===== config.mk =====
export PLATFORM = sky130hd
export DESIGN_NAME = ps2_key_event_ctrl
export DESIGN_NICKNAME = d
export VERILOG_FILES = /design/src/rtl/ps2_key_event_ctrl.sv
export SDC_FILE = /design/constraint.sdc
export NUM_CORES = 1
export LEC_CHECK = 0
export CELL_PAD_IN_SITES_DETAIL_PLACEMENT = 0
export CELL_PAD_IN_SITES_GLOBAL_PLACEMENT = 1
export CORE_UTILIZATION = 46
export CTS_BUF_LIST = sky130_fd_sc_hd__clkbuf_8
export CTS_CLUSTER_DIAMETER = 30
export DETAILED_ROUTE_END_ITERATION = 8
export GPL_ROUTABILITY_DRIVEN = 0
export PLACE_DENSITY_LB_ADDON = 0.15
export SYNTH_ARGS = -nofsm -noshare
export SYNTH_HDL_FRONTEND = slang
export SYNTH_SLANG_ARGS = --single-unit

===== constraint.sdc =====
create_clock -name clk -period 2.6 [get_ports clk]
set_input_delay 0.78 -clock clk [delete_from_list [all_inputs] [get_ports clk]]
set_output_delay 0.78 -clock clk [all_outputs]
set_load 0.03 [all_outputs]

===== src/rtl/ps2_key_event_ctrl.sv =====
// ---------------------------------------------------------------------------
// ps2_key_event_ctrl
//
// Turns the PS/2 scan-code byte stream into printable characters for the LCD
// writer. Break (F0) and extended (E0) prefixes are stripped. Typematic
// repeats of the held key are suppressed. Each new make code is registered
// onto lookup_code, which drives an external combinational keycode-to-ASCII
// table. One cycle later the table result is pushed into a small character
// FIFO. The FIFO is read through a valid/ready handshake.
//
// Parameters
//   FIFO_DEPTH     character FIFO entries (power of 2, >= 2)
//   DROP_UNMAPPED  1: lookup results equal to 8'h2E ('.', the table default
//                  for unmapped codes) are discarded instead of queued
//
// Optional feature (macro KEY_LOWERCASE_EN)
//   Left shift (12) and right shift (59) are tracked as independent flags.
//   Letters A..Z are queued in lowercase unless a shift key is held.
//   Without the macro, 12/59 are ordinary codes and letters stay uppercase.
//
// Ports
//   clk           system clock
//   reset         synchronous, active-high reset
//   scan_code     byte from the PS/2 receiver
//   scan_valid    one-cycle strobe qualifying scan_code
//   lookup_code   registered keycode driven into the ASCII lookup
//   lookup_ascii  combinational lookup result for lookup_code
//   char_data     FIFO head character (0 while empty)
//   char_valid    FIFO non-empty
//   char_ready    consumer accepts char_data when char_valid && char_ready
//   fifo_count    current FIFO occupancy
//   overflow      sticky: a character was dropped because the FIFO was full
// ---------------------------------------------------------------------------
module ps2_key_event_ctrl #(
    parameter int FIFO_DEPTH    = 4,
    parameter bit DROP_UNMAPPED = 1'b1
) (
    input  logic                        clk,
    input  logic                        reset,
    input  logic [7:0]                  scan_code,
    input  logic                        scan_valid,
    output logic [7:0]                  lookup_code,
    input  logic [7:0]                  lookup_ascii,
    output logic [7:0]                  char_data,
    output logic                        char_valid,
    input  logic                        char_ready,
    output logic [$clog2(FIFO_DEPTH):0] fifo_count,
    output logic                        overflow
);

    localparam int AW = $clog2(FIFO_DEPTH);
    localparam int CW = AW + 1;
    localparam logic [CW-1:0] DEPTH_C = CW'(FIFO_DEPTH);

    localparam logic [7:0] CODE_BREAK     = 8'hF0;
    localparam logic [7:0] CODE_EXT       = 8'hE0;
    localparam logic [7:0] ASCII_UNMAPPED = 8'h2E;
`ifdef KEY_LOWERCASE_EN
    localparam logic [7:0] CODE_LSHIFT    = 8'h12;
    localparam logic [7:0] CODE_RSHIFT    = 8'h59;
`endif

    typedef enum logic [1:0] {
        S_IDLE,
        S_BREAK,
        S_EXT,
        S_EXT_BREAK
    } state_t;

    state_t state_reg, state_next;

    logic [7:0] held_code_reg;
    logic       held_valid_reg;
    logic [7:0] lookup_code_reg;
    logic       lookup_pending_reg;

    // Decoder actions for the current scan byte
    logic make_load;
    logic held_release;

`ifdef KEY_LOWERCASE_EN
    logic lshift_reg, rshift_reg;
    logic lshift_set, lshift_clr, rshift_set, rshift_clr;
`endif

    // FIFO storage and control
    logic [7:0]    mem [FIFO_DEPTH];
    logic [AW-1:0] rd_ptr_reg, rd_ptr_next;
    logic [AW-1:0] wr_ptr_reg, wr_ptr_next;
    logic [CW-1:0] count_reg, count_next;
    logic [7:0]    char_data_reg, char_data_next;
    logic          overflow_reg;

    logic [7:0] push_data;
    logic       push_req, pop, full, do_write, drop;

    // -----------------------------------------------------------------------
    // Prefix / make decoder
    // -----------------------------------------------------------------------
    always_ff @(posedge clk) begin
        if (reset) begin
            state_reg <= S_IDLE;
        end else begin
            state_reg <= state_next;
        end
    end

    always_comb begin
        state_next   = state_reg;
        make_load    = 1'b0;
        held_release = 1'b0;
`ifdef KEY_LOWERCASE_EN
        lshift_set   = 1'b0;
        lshift_clr   = 1'b0;
        rshift_set   = 1'b0;
        rshift_clr   = 1'b0;
`endif
        if (scan_valid) begin
            case (state_reg)
                S_IDLE: begin
                    if (scan_code == CODE_BREAK) begin
                        state_next = S_BREAK;
                    end else if (scan_code == CODE_EXT) begin
                        state_next = S_EXT;
`ifdef KEY_LOWERCASE_EN
                    end else if (scan_code == CODE_LSHIFT) begin
                        lshift_set = 1'b1;
                    end else if (scan_code == CODE_RSHIFT) begin
                        rshift_set = 1'b1;
`endif
                    end else if (held_valid_reg && scan_code == held_code_reg) begin
                        // Typematic repeat of the key already held: ignore
                        make_load = 1'b0;
                    end else begin
                        make_load = 1'b1;
                    end
                end
                S_BREAK: begin
                    if (scan_code == held_code_reg) begin
                        held_release = 1'b1;
                    end
`ifdef KEY_LOWERCASE_EN
                    lshift_clr = (scan_code == CODE_LSHIFT);
                    rshift_clr = (scan_code == CODE_RSHIFT);
`endif
                    state_next = S_IDLE;
                end
                S_EXT: begin
                    // Extended keys have no printable mapping
                    state_next = (scan_code == CODE_BREAK) ? S_EXT_BREAK : S_IDLE;
                end
                S_EXT_BREAK: begin
                    state_next = S_IDLE;
                end
                default: begin
                    state_next = S_IDLE;
                end
            endcase
        end
    end

    always_ff @(posedge clk) begin
        if (reset) begin
            held_code_reg      <= 8'h00;
            held_valid_reg     <= 1'b0;
            lookup_code_reg    <= 8'h00;
            lookup_pending_reg <= 1'b0;
        end else begin
            if (make_load) begin
                held_code_reg   <= scan_code;
                held_valid_reg  <= 1'b1;
                lookup_code_reg <= scan_code;
            end else if (held_release) begin
                held_valid_reg  <= 1'b0;
            end
            // The lookup result is consumed exactly one cycle after the load.
            // A back-to-back make simply re-arms it with the new code.
            lookup_pending_reg <= make_load;
        end
    end

`ifdef KEY_LOWERCASE_EN
    always_ff @(posedge clk) begin
        if (reset) begin
            lshift_reg <= 1'b0;
            rshift_reg <= 1'b0;
        end else begin
            if (lshift_set) begin
                lshift_reg <= 1'b1;
            end else if (lshift_clr) begin
                lshift_reg <= 1'b0;
            end
            if (rshift_set) begin
                rshift_reg <= 1'b1;
            end else if (rshift_clr) begin
                rshift_reg <= 1'b0;
            end
        end
    end
`endif

    // -----------------------------------------------------------------------
    // Character shaping
    // -----------------------------------------------------------------------
    always_comb begin
        push_data = lookup_ascii;
`ifdef KEY_LOWERCASE_EN
        if (lookup_ascii >= 8'h41 && lookup_ascii <= 8'h5A && !(lshift_reg || rshift_reg)) begin
            push_data = lookup_ascii + 8'h20;
        end
`endif
    end

    // -----------------------------------------------------------------------
    // Character FIFO
    // -----------------------------------------------------------------------
    always_comb begin
        pop      = (count_reg != '0) && char_ready;
        full     = (count_reg == DEPTH_C);
        push_req = lookup_pending_reg && !(DROP_UNMAPPED && lookup_ascii == ASCII_UNMAPPED);
        // A full FIFO still accepts a push if the head leaves in the same cycle
        do_write = push_req && (!full || pop);
        drop     = push_req && full && !pop;

        rd_ptr_next = pop      ? rd_ptr_reg + AW'(1) : rd_ptr_reg;
        wr_ptr_next = do_write ? wr_ptr_reg + AW'(1) : wr_ptr_reg;

        count_next = count_reg;
        if (do_write && !pop) begin
            count_next = count_reg + CW'(1);
        end else if (!do_write && pop) begin
            count_next = count_reg - CW'(1);
        end

        // char_data is registered. The head after this edge is the entry
        // being written now whenever the new read pointer lands on the write
        // slot (push into empty, or push+pop with a single entry).
        if (count_next == '0) begin
            char_data_next = 8'h00;
        end else if (do_write && rd_ptr_next == wr_ptr_reg) begin
            char_data_next = push_data;
        end else begin
            char_data_next = mem[rd_ptr_next];
        end
    end

    always_ff @(posedge clk) begin
        if (do_write) begin
            mem[wr_ptr_reg] <= push_data;
        end
    end

    always_ff @(posedge clk) begin
        if (reset) begin
            rd_ptr_reg    <= '0;
            wr_ptr_reg    <= '0;
            count_reg     <= '0;
            char_data_reg <= 8'h00;
            overflow_reg  <= 1'b0;
        end else begin
            rd_ptr_reg    <= rd_ptr_next;
            wr_ptr_reg    <= wr_ptr_next;
            count_reg     <= count_next;
            char_data_reg <= char_data_next;
            if (drop) begin
                overflow_reg <= 1'b1;
            end
        end
    end

    assign lookup_code = lookup_code_reg;
    assign char_data   = char_data_reg;
    assign char_valid  = (count_reg != '0);
    assign fifo_count  = count_reg;
    assign overflow    = overflow_reg;

endmodule


==> out/qor.txt <==
Status -> finished, violations left
Failing checks -> DRC
Cell Pwr Density -> 854 nW/um^2
Arr. time, crit path -> 2.74 ns
Top post-synthesis cells by count -> 41 x mux2i_1, 32 x edfxtp_1, 28 x dfxtp_1
Antenna Nets Post-Route -> 0
Top cell type's share of synthesized area -> 31.0%
Switching Share -> 34.6%
Avg Inst Size Synth -> 12.4 sq um
Worst slack, placed -> -0.291 ns
Io pins -> 41
Post-Route WL -> 6570 um
HPWL after DPL -> 4650 um
Clock Power Share -> 23.6%
Share of cells above drive strength 1 -> 26.0%
Final std cells w/o fill -> 416
CTS Buf Count -> 9
Final layout net count -> 361
Mapped Cells -> 249
Seq. cell area -> 1520 sq um
Reg2Reg Depth -> 10
Residual DRC -> 4
Max clock buf depth -> 2
Synth area leaders -> edfxtp_1 31%, dfxtp_1 18%, mux2i_1 13%
Maxcap violations -> 0
Global-route met3 utilization -> 7.72%
Multi-input logic area -> 1480 sq um
Root Driver -> clkbuf_8
Full die area -> 7070 sq um
Worst-Margin Slew -> 0.367 ns
Die Ht -> 84.1 um
GRT met2 Usage -> 32.6%
Final Hold Violating Endpoints -> 0
Hold Slack -> 0.456 ns
Sequential area share after synthesis -> 49.1%
Hold-fix buffers, CTS -> 0
Post-synth ARST share -> 0%
Distinct cell type count after synthesis -> 51
Initial Util -> 48.3%
RSZ-0062 raised after global routing -> false
Number of global-route vias before repair -> 2290
Pin count of the biggest net entering global routing -> 29
Post-DP Area -> 3910 sq um
Logic gate share of total power -> 43.4%
Initial antenna violation count -> 0
Gr usage total -> 21.0%
Via/cell ratio -> 5.37
Power share of the sequential group -> 33.0%
Finish-stage setup viols -> 0
Hold WC Path Type -> reg -> reg
Number of synthesized register bits -> 60
Max-slew headroom -> 75.5%
Final period util -> 97.4%
Max Freq -> 0.395 GHz
Yosys warnings -> 0
Dpl cells -> 399
Via count -> 2235
Busiest grt layer -> met2
Primary FF master, synth -> edfxtp_1
Routing usage on met1 -> 27.2%
Core Area -> 6420 sq um
Switching pwr -> 1.22 mW
Leakage -> 1.61 nW
H-tree depth -> 3
Std-Cell Rows -> 29
Max-slew violations -> 0
Clk_skew -> 0.0111 ns
Post-synth EDFFs -> 32
Worst Setup Path Type -> in -> reg
Fillers -> 509
Int Pwr -> 2.30 mW
WP data required -> 2.81 ns
CTS sink count -> 60
Buffers on Ports -> 40
Finished Cell Area -> 4120 sq um
CP Max Fanout -> 6
Die width -> 84.1 um
Clk Latency, worst-skew pair -> 0.34 ns
Final worst path period need -> 2.53 ns
1st-pass router iterations -> 8
CTS clk-pin slew, worst paths -> 0.08 ns
TritonCTS clock tree -> done
Leading area contributor after synthesis -> edfxtp_1
Worst vdd ir -> 0.000476 V
Max reg flops -> 32
Wire per inst -> 15.8 um
Synthesized area -> 3100 sq um
Drt first-iter violations -> 64
# diodes -> 0
Most numerous cell in the Yosys netlist -> mux2i_1
First-pass GRT wire length -> 11200 um
Critical Path Sink Type -> register
Worst Hold Depth -> 2
Gr ovfl total -> 0
CP Launch Type -> primary input
Area Overhead vs Synth -> 33.0%
Setup slack after layout -> 0.0678 ns
Post-synthesis net count -> 276
[metal layers]
layer | up-vias | wire length, um
met5 | - | 0
met4 | 0 | 89
met3 | 13 | 343
met2 | 59 | 3070
met1 | 1071 | 3070
li1 | 1092 | -
[final timing paths]
path	to	start	slack, ns
worst max-delay path	char_data[6]	lookup_ascii[0]	0.07
worst min-delay path	overflow	overflow	0.46
worst max register to register	char_data[4]	fifo_count[0]	0.24
worst min register to register	overflow	overflow	0.46
[final cells by class]
| cell class | instances | area share [%] |
|---|---|---|
| sequential | 60 | 36.9 |
| inverter | 7 | 0.759 |
| multi-input combinational | 173 | 35.8 |
| clock buffer | 9 | 3.00 |
| timing repair buffer | 83 | 19.3 |
| clock inverter | 7 | 1.82 |
| tap | 77 | 2.34 |
[cells by family (layout without fill, tap and decap cells)]
family / after synthesis / count (layout) / synth area share, %
multiplexers: 50 / 50 / 19.4
flip-flops: 60 / 60 / 49.1
adder cells (fa/ha/maj): 7 / 7 / 2.83
AO/OA/AOI/OAI: 32 / 32 / 9.12
buffers and inverters: 16 / 106 / 3.43
XOR/XNOR: 13 / 13 / 3.67
AND/OR/NAND/NOR: 71 / 71 / 12.4
[placed cells by master, fill, tap and decap left out, drive strengths merged, types with 11 or more instances in the layout]
cell / count
nand2: 21
xnor2: 11
nor2: 19
dfxtp: 28
clkdlybuf4s50: 39
edfxtp: 32
mux2i: 41
buf: 43
a211oi: 11
[timing repair]
action,CTS,global route
endpoints found under the setup margin,1,9
gates resized for setup,1,1
setup buffers,0,1
[through the flow]
stage	TNS (ns)	power (mW)	utilization (%)
after global routing	0	3.71	64.2
after CTS	0	3.55	64.0
after detailed placement	-10.03	2.71	60.9
after floorplan	0	2.18	-
final	0	3.52	64.2
after global placement	-8.66	2.69	60.9
[power by group through the flow]
stage          sequential (mW)  clock [mW]  combinational (mW)
4_1_cts                   1.16       0.856                1.53
2_1_floorplan             1.33           0               0.852
3_5_place_dp              1.18           0                1.53
5_1_grt                   1.17       0.898                1.64
3_3_place_gp              1.18           0                1.51
6_report                  1.16       0.832                1.53
[critical path, cell delays in order]
cell	delay [ns]
clkdlybuf4s50_1	0.50
and4b_1	0.24
a21bo_2	0.26
or4_1	0.52
a22oi_2	0.22
buf_4	0.18
a211oi_2	0.04
Note: power is estimated with default switching activity, not from simulation.
